### src/rtl/sram_arbiter_pkg.sv
// Shared types and defaults for the SRAM arbiter and its round-robin selector.
package sram_arbiter_pkg;

  localparam int DEFAULT_ADDR_W = 32;
  localparam int DEFAULT_DATA_W = 32;

  typedef enum logic [1:0] {
    IDLE,
    ACTIVE,
    ACK,
    RELEASE
  } state_t;

endpackage

### src/rtl/rr_select.sv
// Combinational round-robin pick: first set request bit above last_grant, wrapping.
module rr_select #(
  parameter int NUM_PORTS = 2,
  parameter int IDX_W     = $clog2(NUM_PORTS)
) (
  input  logic [NUM_PORTS-1:0] request,
  input  logic [IDX_W-1:0]     last_grant,
  output logic                 valid,
  output logic [IDX_W-1:0]     winner
);

  logic [2*NUM_PORTS-1:0] doubled;
  logic [2*NUM_PORTS-1:0] mask;
  logic [2*NUM_PORTS-1:0] masked;
  logic                   found;

  assign doubled = {request, request};
  assign masked  = doubled & mask;
  assign valid   = |request;

  // The upper copy is never masked, so any set request is always found there.
  always_comb begin
    mask = '0;
    for (int i = 0; i < 2 * NUM_PORTS; i++) begin
      mask[i] = (i > int'(last_grant));
    end
  end

  always_comb begin
    winner = '0;
    found  = 1'b0;
    for (int i = 0; i < 2 * NUM_PORTS; i++) begin
      if (masked[i] && !found) begin
        found  = 1'b1;
        winner = (i >= NUM_PORTS) ? IDX_W'(i - NUM_PORTS) : IDX_W'(i);
      end
    end
  end

endmodule

### src/rtl/sram_arbiter.sv
// Round-robin arbiter sharing one SRAM_interface among NUM_PORTS level-handshake requesters.
module sram_arbiter
  import sram_arbiter_pkg::*;
#(
  parameter  int NUM_PORTS = 2,
  parameter  int ADDR_W    = DEFAULT_ADDR_W,
  parameter  int DATA_W    = DEFAULT_DATA_W,
  localparam int GRANT_W   = $clog2(NUM_PORTS)
) (
  input  logic                        i_clock,
  input  logic                        i_reset,
  input  logic [NUM_PORTS-1:0]        i_request,
  input  logic [NUM_PORTS-1:0]        i_rw,
  input  logic [NUM_PORTS*ADDR_W-1:0] i_address,
  input  logic [NUM_PORTS*DATA_W-1:0] i_wdata,
  output logic [DATA_W-1:0]           o_rdata,
  output logic [NUM_PORTS-1:0]        o_ready,
  output logic                        o_sram_request,
  output logic                        o_sram_rw,
  output logic [ADDR_W-1:0]           o_sram_address,
  output logic [DATA_W-1:0]           o_sram_wdata,
  input  logic [DATA_W-1:0]           i_sram_rdata,
  input  logic                        i_sram_ready,
  output logic [GRANT_W-1:0]          o_grant,
  output logic                        o_busy
);

  state_t             state;
  logic [GRANT_W-1:0] last_grant;
  logic               sel_valid;
  logic [GRANT_W-1:0] sel_winner;

  rr_select #(
    .NUM_PORTS (NUM_PORTS),
    .IDX_W     (GRANT_W)
  ) u_rr_select (
    .request    (i_request),
    .last_grant (last_grant),
    .valid      (sel_valid),
    .winner     (sel_winner)
  );

  // o_grant doubles as the owner index for the rest of the transaction.
  always_ff @(posedge i_clock or negedge i_reset) begin
    if (!i_reset) begin
      state          <= IDLE;
      last_grant     <= GRANT_W'(NUM_PORTS - 1);
      o_rdata        <= '0;
      o_ready        <= '0;
      o_sram_request <= 1'b0;
      o_sram_rw      <= 1'b0;
      o_sram_address <= '0;
      o_sram_wdata   <= '0;
      o_grant        <= '0;
      o_busy         <= 1'b0;
    end else begin
      case (state)
        IDLE: begin
          if (sel_valid) begin
            o_sram_rw      <= i_rw[sel_winner];
            o_sram_address <= i_address[int'(sel_winner)*ADDR_W +: ADDR_W];
            o_sram_wdata   <= i_wdata[int'(sel_winner)*DATA_W +: DATA_W];
            o_sram_request <= 1'b1;
            o_grant        <= sel_winner;
            o_busy         <= 1'b1;
            state          <= ACTIVE;
          end
        end
        ACTIVE: begin
          if (i_sram_ready) begin
            o_rdata <= i_sram_rdata;
            if (i_request[o_grant]) begin
              o_ready[o_grant] <= 1'b1;
              state            <= ACK;
            end else begin
              // Owner walked away early: finish the SRAM handshake silently.
              o_sram_request <= 1'b0;
              state          <= RELEASE;
            end
          end
        end
        ACK: begin
          if (!i_request[o_grant]) begin
            o_ready        <= '0;
            o_sram_request <= 1'b0;
            state          <= RELEASE;
          end
        end
        RELEASE: begin
          if (!i_sram_ready) begin
            last_grant <= o_grant;
            o_busy     <= 1'b0;
            state      <= IDLE;
          end
        end
        default: state <= IDLE;
      endcase
    end
  end

endmodule

### config.mk
export PLATFORM = sky130hd
export DESIGN_NAME = sram_arbiter
export DESIGN_NICKNAME = d
export VERILOG_FILES = /design/src/rtl/sram_arbiter_pkg.sv /design/src/rtl/rr_select.sv /design/src/rtl/sram_arbiter.sv
export SDC_FILE = /design/constraint.sdc
export NUM_CORES = 1
export LEC_CHECK = 0
export BUFFER_PORTS_ARGS = -buffer_cell sky130_fd_sc_hd__buf_4
export CORE_UTILIZATION = 30
export CTS_CLUSTER_SIZE = 8
export DETAILED_ROUTE_END_ITERATION = 10
export PLACE_DENSITY = 0.65
export SLEW_MARGIN = 20
export SYNTH_ARGS = -nofsm -noshare
export SYNTH_HDL_FRONTEND = slang
export SYNTH_HIERARCHICAL = 1
export SYNTH_SLANG_ARGS = --single-unit
export TNS_END_PERCENT = 1
### constraint.sdc
create_clock -name i_clock -period 2.18 [get_ports i_clock]
set_input_delay 0.436 -clock i_clock [delete_from_list [all_inputs] [get_ports i_clock]]
set_output_delay 0.436 -clock i_clock [all_outputs]
set_load 0.01 [all_outputs]
=== Word-level counts from Yosys, hierarchy flattened ===
Index checks and enable logic that the tools add are counted.
W data, S select, Z words.

* Bits in registers: 105
* Input bits: 167

* Bitwise gates (word level): 3
* Reductions and logical operators: 19
* Shift operators: 2
* Equal/unequal tests: 8
* Order comparisons: 4
* Mux-type cells: 28

{| class="wikitable"
|+ Operators with widths
! kind !! number
|-
| $shiftx A64 B7 Y32 || 2
|-
| $mux W1 || 16
|-
| $mux W2 || 7
|-
| $ne A2 B2 Y1 const B || 5
|-
| $pmux W2 S4 || 1
|-
| $reduce_and A4 Y1 || 2
|-
| $reduce_and A2 Y1 || 3
|-
| $reduce_and A3 Y1 || 2
|-
| $and A4 B4 Y4 || 1
|-
| $eq A2 B2 Y1 const B || 2
|-
| $logic_and A1 B1 Y1 || 4
|-
| $lt A1 B2 Y1 const B || 2
|-
| $pmux W2 S2 || 1
|-
| $reduce_bool A2 Y1 || 2
|-
| $logic_not A1 Y1 || 3
|-
| $pmux W1 S3 || 1
|-
| $reduce_bool A3 Y1 || 1
|-
| $eq A2 B1 Y1 const B || 1
|-
| $logic_not A2 Y1 || 1
|-
| $or A2 B2 Y2 || 1
|-
| $pmux W1 S2 || 1
|-
| $reduce_or A2 Y1 || 1
|-
| $demux W1 S1 || 1
|-
| $ge A1 B1 Y1 const B || 1
|-
| 2 further kinds || 2
|}

=== Logic depth before layout (Yosys ltp) ===
* Depth after elaboration: 14
* Mapped depth: 8

=== Cells and area by module ===
The synthesis kept the hierarchy.

{| class="wikitable"
|+ By module, submodules not included
! module !! area an instance (sq um) !! times used !! cells an instance
|-
| sram_arbiter || 4629.4 || 1 || 396
|-
| rr_select || 13.8 || 1 || 2
|}

=== Worst setup path after synthesis ===
OpenSTA, ideal clock, no wires.

* Path type: register -> register
* From: register state[0]
* To: register o_grant
* Path slack: 0.637 ns
* Clock period less this slack: 1.543 ns
* Buffers on the path: 2
* Required time: 2.055 ns
* Cell stages (with the launch flop): 7
* Library setup time: 0.125 ns
* Arrival time: 1.418 ns
* Cells stage by stage: dfrtp_1 -> inv_1 -> ha_1 -> and2_1 -> buf_2 -> buf_2 -> mux2_2

* Word-level cells in the longest chain between the ends: 2

{| class="wikitable"
|+ RTL lines
! element !! RTL line !! source
|-
| start, declared || sram_arbiter.sv:28 || <nowiki>state_t state;</nowiki>
|-
| start signal, assigned || sram_arbiter.sv:46 || <nowiki>state <= IDLE;</nowiki>
|-
| start signal, assigned || sram_arbiter.sv:66 || <nowiki>state <= ACTIVE;</nowiki>
|-
| start signal, assigned || sram_arbiter.sv:74 || <nowiki>state <= ACK;</nowiki>
|-
| $logic_not A2 Y1 || sram_arbiter.sv:57 || <nowiki>case (state)</nowiki>
|-
| $reduce_and A2 Y1 (no source line) || -- ||
|-
| end signal, assigned || sram_arbiter.sv:64 || <nowiki>o_grant <= sel_winner;</nowiki>
|-
| end, declared || sram_arbiter.sv:24 || <nowiki>output logic [GRANT_W-1:0] o_grant,</nowiki>
|}

No other way between the ends.
A chain may end at the register's enable or synchronous reset.

=== Final worst setup path ===
Ends and elaborated chain as after synthesis.

==> metrics.md <==
| Metric | Value |
|---|---|
| Outcome | completed |
| Layout cell share with drive strength beyond 1 | 49.7% |
| Hold Vio Cnt, Final | 0 |
| Post-synthesis sequential area ratio | 56.6% |
| Worst path required time | 2.41 ns |
| Tightest Hold Check Type | input pin to async pin |
| Post-synthesis cell area | 4640 um2 |
| ANT cells | 0 |
| Switching share of power | 35.5% |
| Buffers on Ports | 268 |
| Layout Utilization | 47.1% |
| RSZ-0062 raised after global routing | false |
| First-pass GRT wire length | 19.2 mm |
| Synth warnings | 6 |
| Worst vdd ir | 0.568 mV |
| Post-synthesis mux area share | 22.7% |
| Post-route DRC | 0 |
| Max Cap Violations | 0 |
| Synth top area cells | dfrtp_1 56%, mux2i_1 14%, mux2_2 8.5% |
| Adder-Cell Fraction of Synth Area | 1.62% |
| CP Buf/Inv Count | 2 |
| FMAX | 583 MHz |
| DIE AREA | 16,000 um2 |
| Hold_buf cts | 0 |
| Clock Tree Buf Depth | 2 |
| Overall Global Routing Usage | 15.1% |
| Register Area | 2630 um2 |
| Core area | 15,100 um2 |
| PwrDens | 1320 nW/um2 |
| Worst R2R Path Depth | 5 |
| Initial antenna violation count | 0 |
| Post-Synthesis Cells | 398 |
| DRT Pass-1 Iters | 5 |
| Tcrit/Tclk final | 78.7% |
| Largest delay share family, worst path | flip-flops |
| Crit-path max cell delay | 0.43 ns |
| Pin count of the biggest net entering global routing | 106 |
| Post-synthesis compound-gate area fraction | 8.70% |
| Post-Synth Simple-Gate Area | 7.09% |
| Slew headroom | 60.2% |
| Io pins | 269 |
| Yosys top cell by area | dfrtp_1 |
| Number of fillers in the final layout | 1,408 |
| Number of DRC markers in iteration 0 | 141 |
| CP cell instances | inv_1 > ha_1 > and2_4 > buf_12 > mux2_2 |
| Row count | 45 |
| Post-CTS setup buffers | 0 |
| Post-DP HPWL | 9.00 mm |
| Cell-internal power | 0.00606 W |
| Comb power frac | 46.9% |
| Critical Path Fanout Max | 69 |
| Slew Limit Fails | 0 |
| Clock buffers created by TritonCTS | 9 |
| TritonCTS clock tree | built |
| Setup violations, final | 0 |
| Starting Density | 30.7% |
| Syn_area_per_cell | 11.7 um2 |
| Gr ovfl total | 0 |
| Skew-Pair Late Insertion Delay | 0.34 ns |
| Reg clk slew, reported paths | 0.07 ns |
| Commonest non-fill, non-tap cell in the layout | buf_4 |
| Antenna Nets Post-Route | 0 |
| Synth Area in XOR/XNOR | 0% |
| Nets@finish | 829 |
| Worst Path Arrival | 1.94 ns |
| Chip Width | 126 um |
| Static leakage | 3.45 nW |
| Root Buffer | clkbuf_16 |
| Critical-path top delay cell | dfrtp_1 |
| Layout area overhead | 53.5% |
| Setup TNS | 0 ns |
| H-tree Lvls | 3 |
| Slew @ Worst Pin | 0.597 ns |
| Clock share of power | 15.9% |
| Synth unique cells | 26 |
| Sw power | 0.00334 W |
| Global placer's final weighted congestion | 0.746 |
| Largest family of logic cells by synthesized area | multiplexers |
| Area occupied by multi-input gates | 1880 um2 |
| Via count | 3,864 |
| Kind of critical path | flip-flop to flip-flop |
| Min Tclk post-route | 1.71 ns |
| Clock sinks | 105 |
| Die Y | 126 um |
| Final WL | 12.0 mm |
| Area share of the largest cell type after synthesis | 56.0% |
| Reg power frac | 37.2% |
| CTS resizes | 0 |
| Critical path launch point type | flip-flop |
| Critical Path Sink Type | flip-flop |
| Most frequent cells in the layout | 269 x buf_4, 104 x dfrtp_1, 66 x mux2i_1 |
| Wirelength per Cell | 14.2 um |
| Clock Skew | 0.00662 ns |
| Synthesized flop and latch total | 105 |
| Vias in the first global route | 3,906 |
| Worst path depth | 5 |
| Synth Net Count | 571 |
| Via-to-Cell Ratio | 4.56 |
[cells in the mapped netlist (all sizes together)]
| library cell | instances |
|---|---|
| or2 | 1 |
| a21oi | 66 |
| o2111a | 1 |
| inv | 4 |
| mux2 | 35 |
| dfstp | 1 |
| and2 | 1 |
| o21ai | 5 |
| and4b | 1 |
| nand2 | 5 |
| buf | 21 |
| o31ai | 1 |
| clkbuf | 5 |
| mux2i | 66 |
| nand2b | 3 |
| ha | 6 |
| nand4 | 1 |
| nand4b | 1 |
| nor2 | 65 |
| a21boi | 1 |
| a22o | 1 |
| dfrtp | 104 |
| o2bb2ai | 1 |
| nand3 | 2 |
[power by group through the flow]
stage,combinational (W),clock [W],sequential [W]
2_1_floorplan,0.00184,0,0.00390
3_3_place_gp,0.00436,0,0.00349
3_5_place_dp,0.00448,0,0.00353
4_1_cts,0.00448,0.00156,0.00350
5_1_grt,0.00483,0.00164,0.00362
6_report,0.00441,0.00149,0.00350
[kinds of logic after synthesis]
group           Yosys count
flops                   105
simple gates             80
fa+ha+maj                 6
mux                     101
buf+inv                  30
compound gates           76
[registers in the layout, summed over array words and instances, names as in the netlist]
| name | count |
|---|---|
| o_rdata | 32 |
| o_sram_address | 32 |
| o_sram_wdata | 32 |
| o_ready | 2 |
| state | 2 |
| last_grant | 1 |
| o_busy | 1 |
| o_grant | 1 |
| o_sram_request | 1 |
| o_sram_rw | 1 |
[final timing paths]
path / start / end / slack, ns
worst max register to register: state[0] / o_grant / 0.47
max in group asynchronous: i_reset / o_sram_address[26] / 1.56
min in group i_clock: i_sram_rdata[3] / o_rdata[3] / 0.32
worst min-delay path: i_reset / o_rdata[26] / 0.12
worst max-delay path: state[0] / o_grant / 0.47
worst min register to register: o_rdata[18] / o_rdata[18] / 0.51
[layer usage]
metal | global-route usage, % | part of all wire, %
met1 | 17.3 | 40
met2 | 26.9 | 51
met3 | 3.84 | 7.2
met4 | 5.95 | 1.9
met5 | 0 | 0
[through the flow]
stage	power, W	area, um2	worst slack, ns	hold WS, ns	cells
after global placement	0.00785	6860	0.503	0.491	833
final	0.00940	7130	0.465	0.118	848
after detailed placement	0.00801	6860	0.442	0.494	833
after floorplan	0.00574	4640	0.637	0.140	398
after CTS	0.00955	7130	0.435	0.181	848
after global routing	0.0101	7130	0.331	0.210	848
[layout make-up]
cell class / instances / share of cell area [%]
inverters: 4 / 0.211
repair buffers: 273 / 29.5
multi-input cells: 263 / 26.3
flip-flops and latches: 105 / 36.9
clock buffers: 10 / 3.35
well taps: 188 / 3.30
clock inverters: 5 / 0.456
Note: power is estimated with default switching activity, not from simulation.
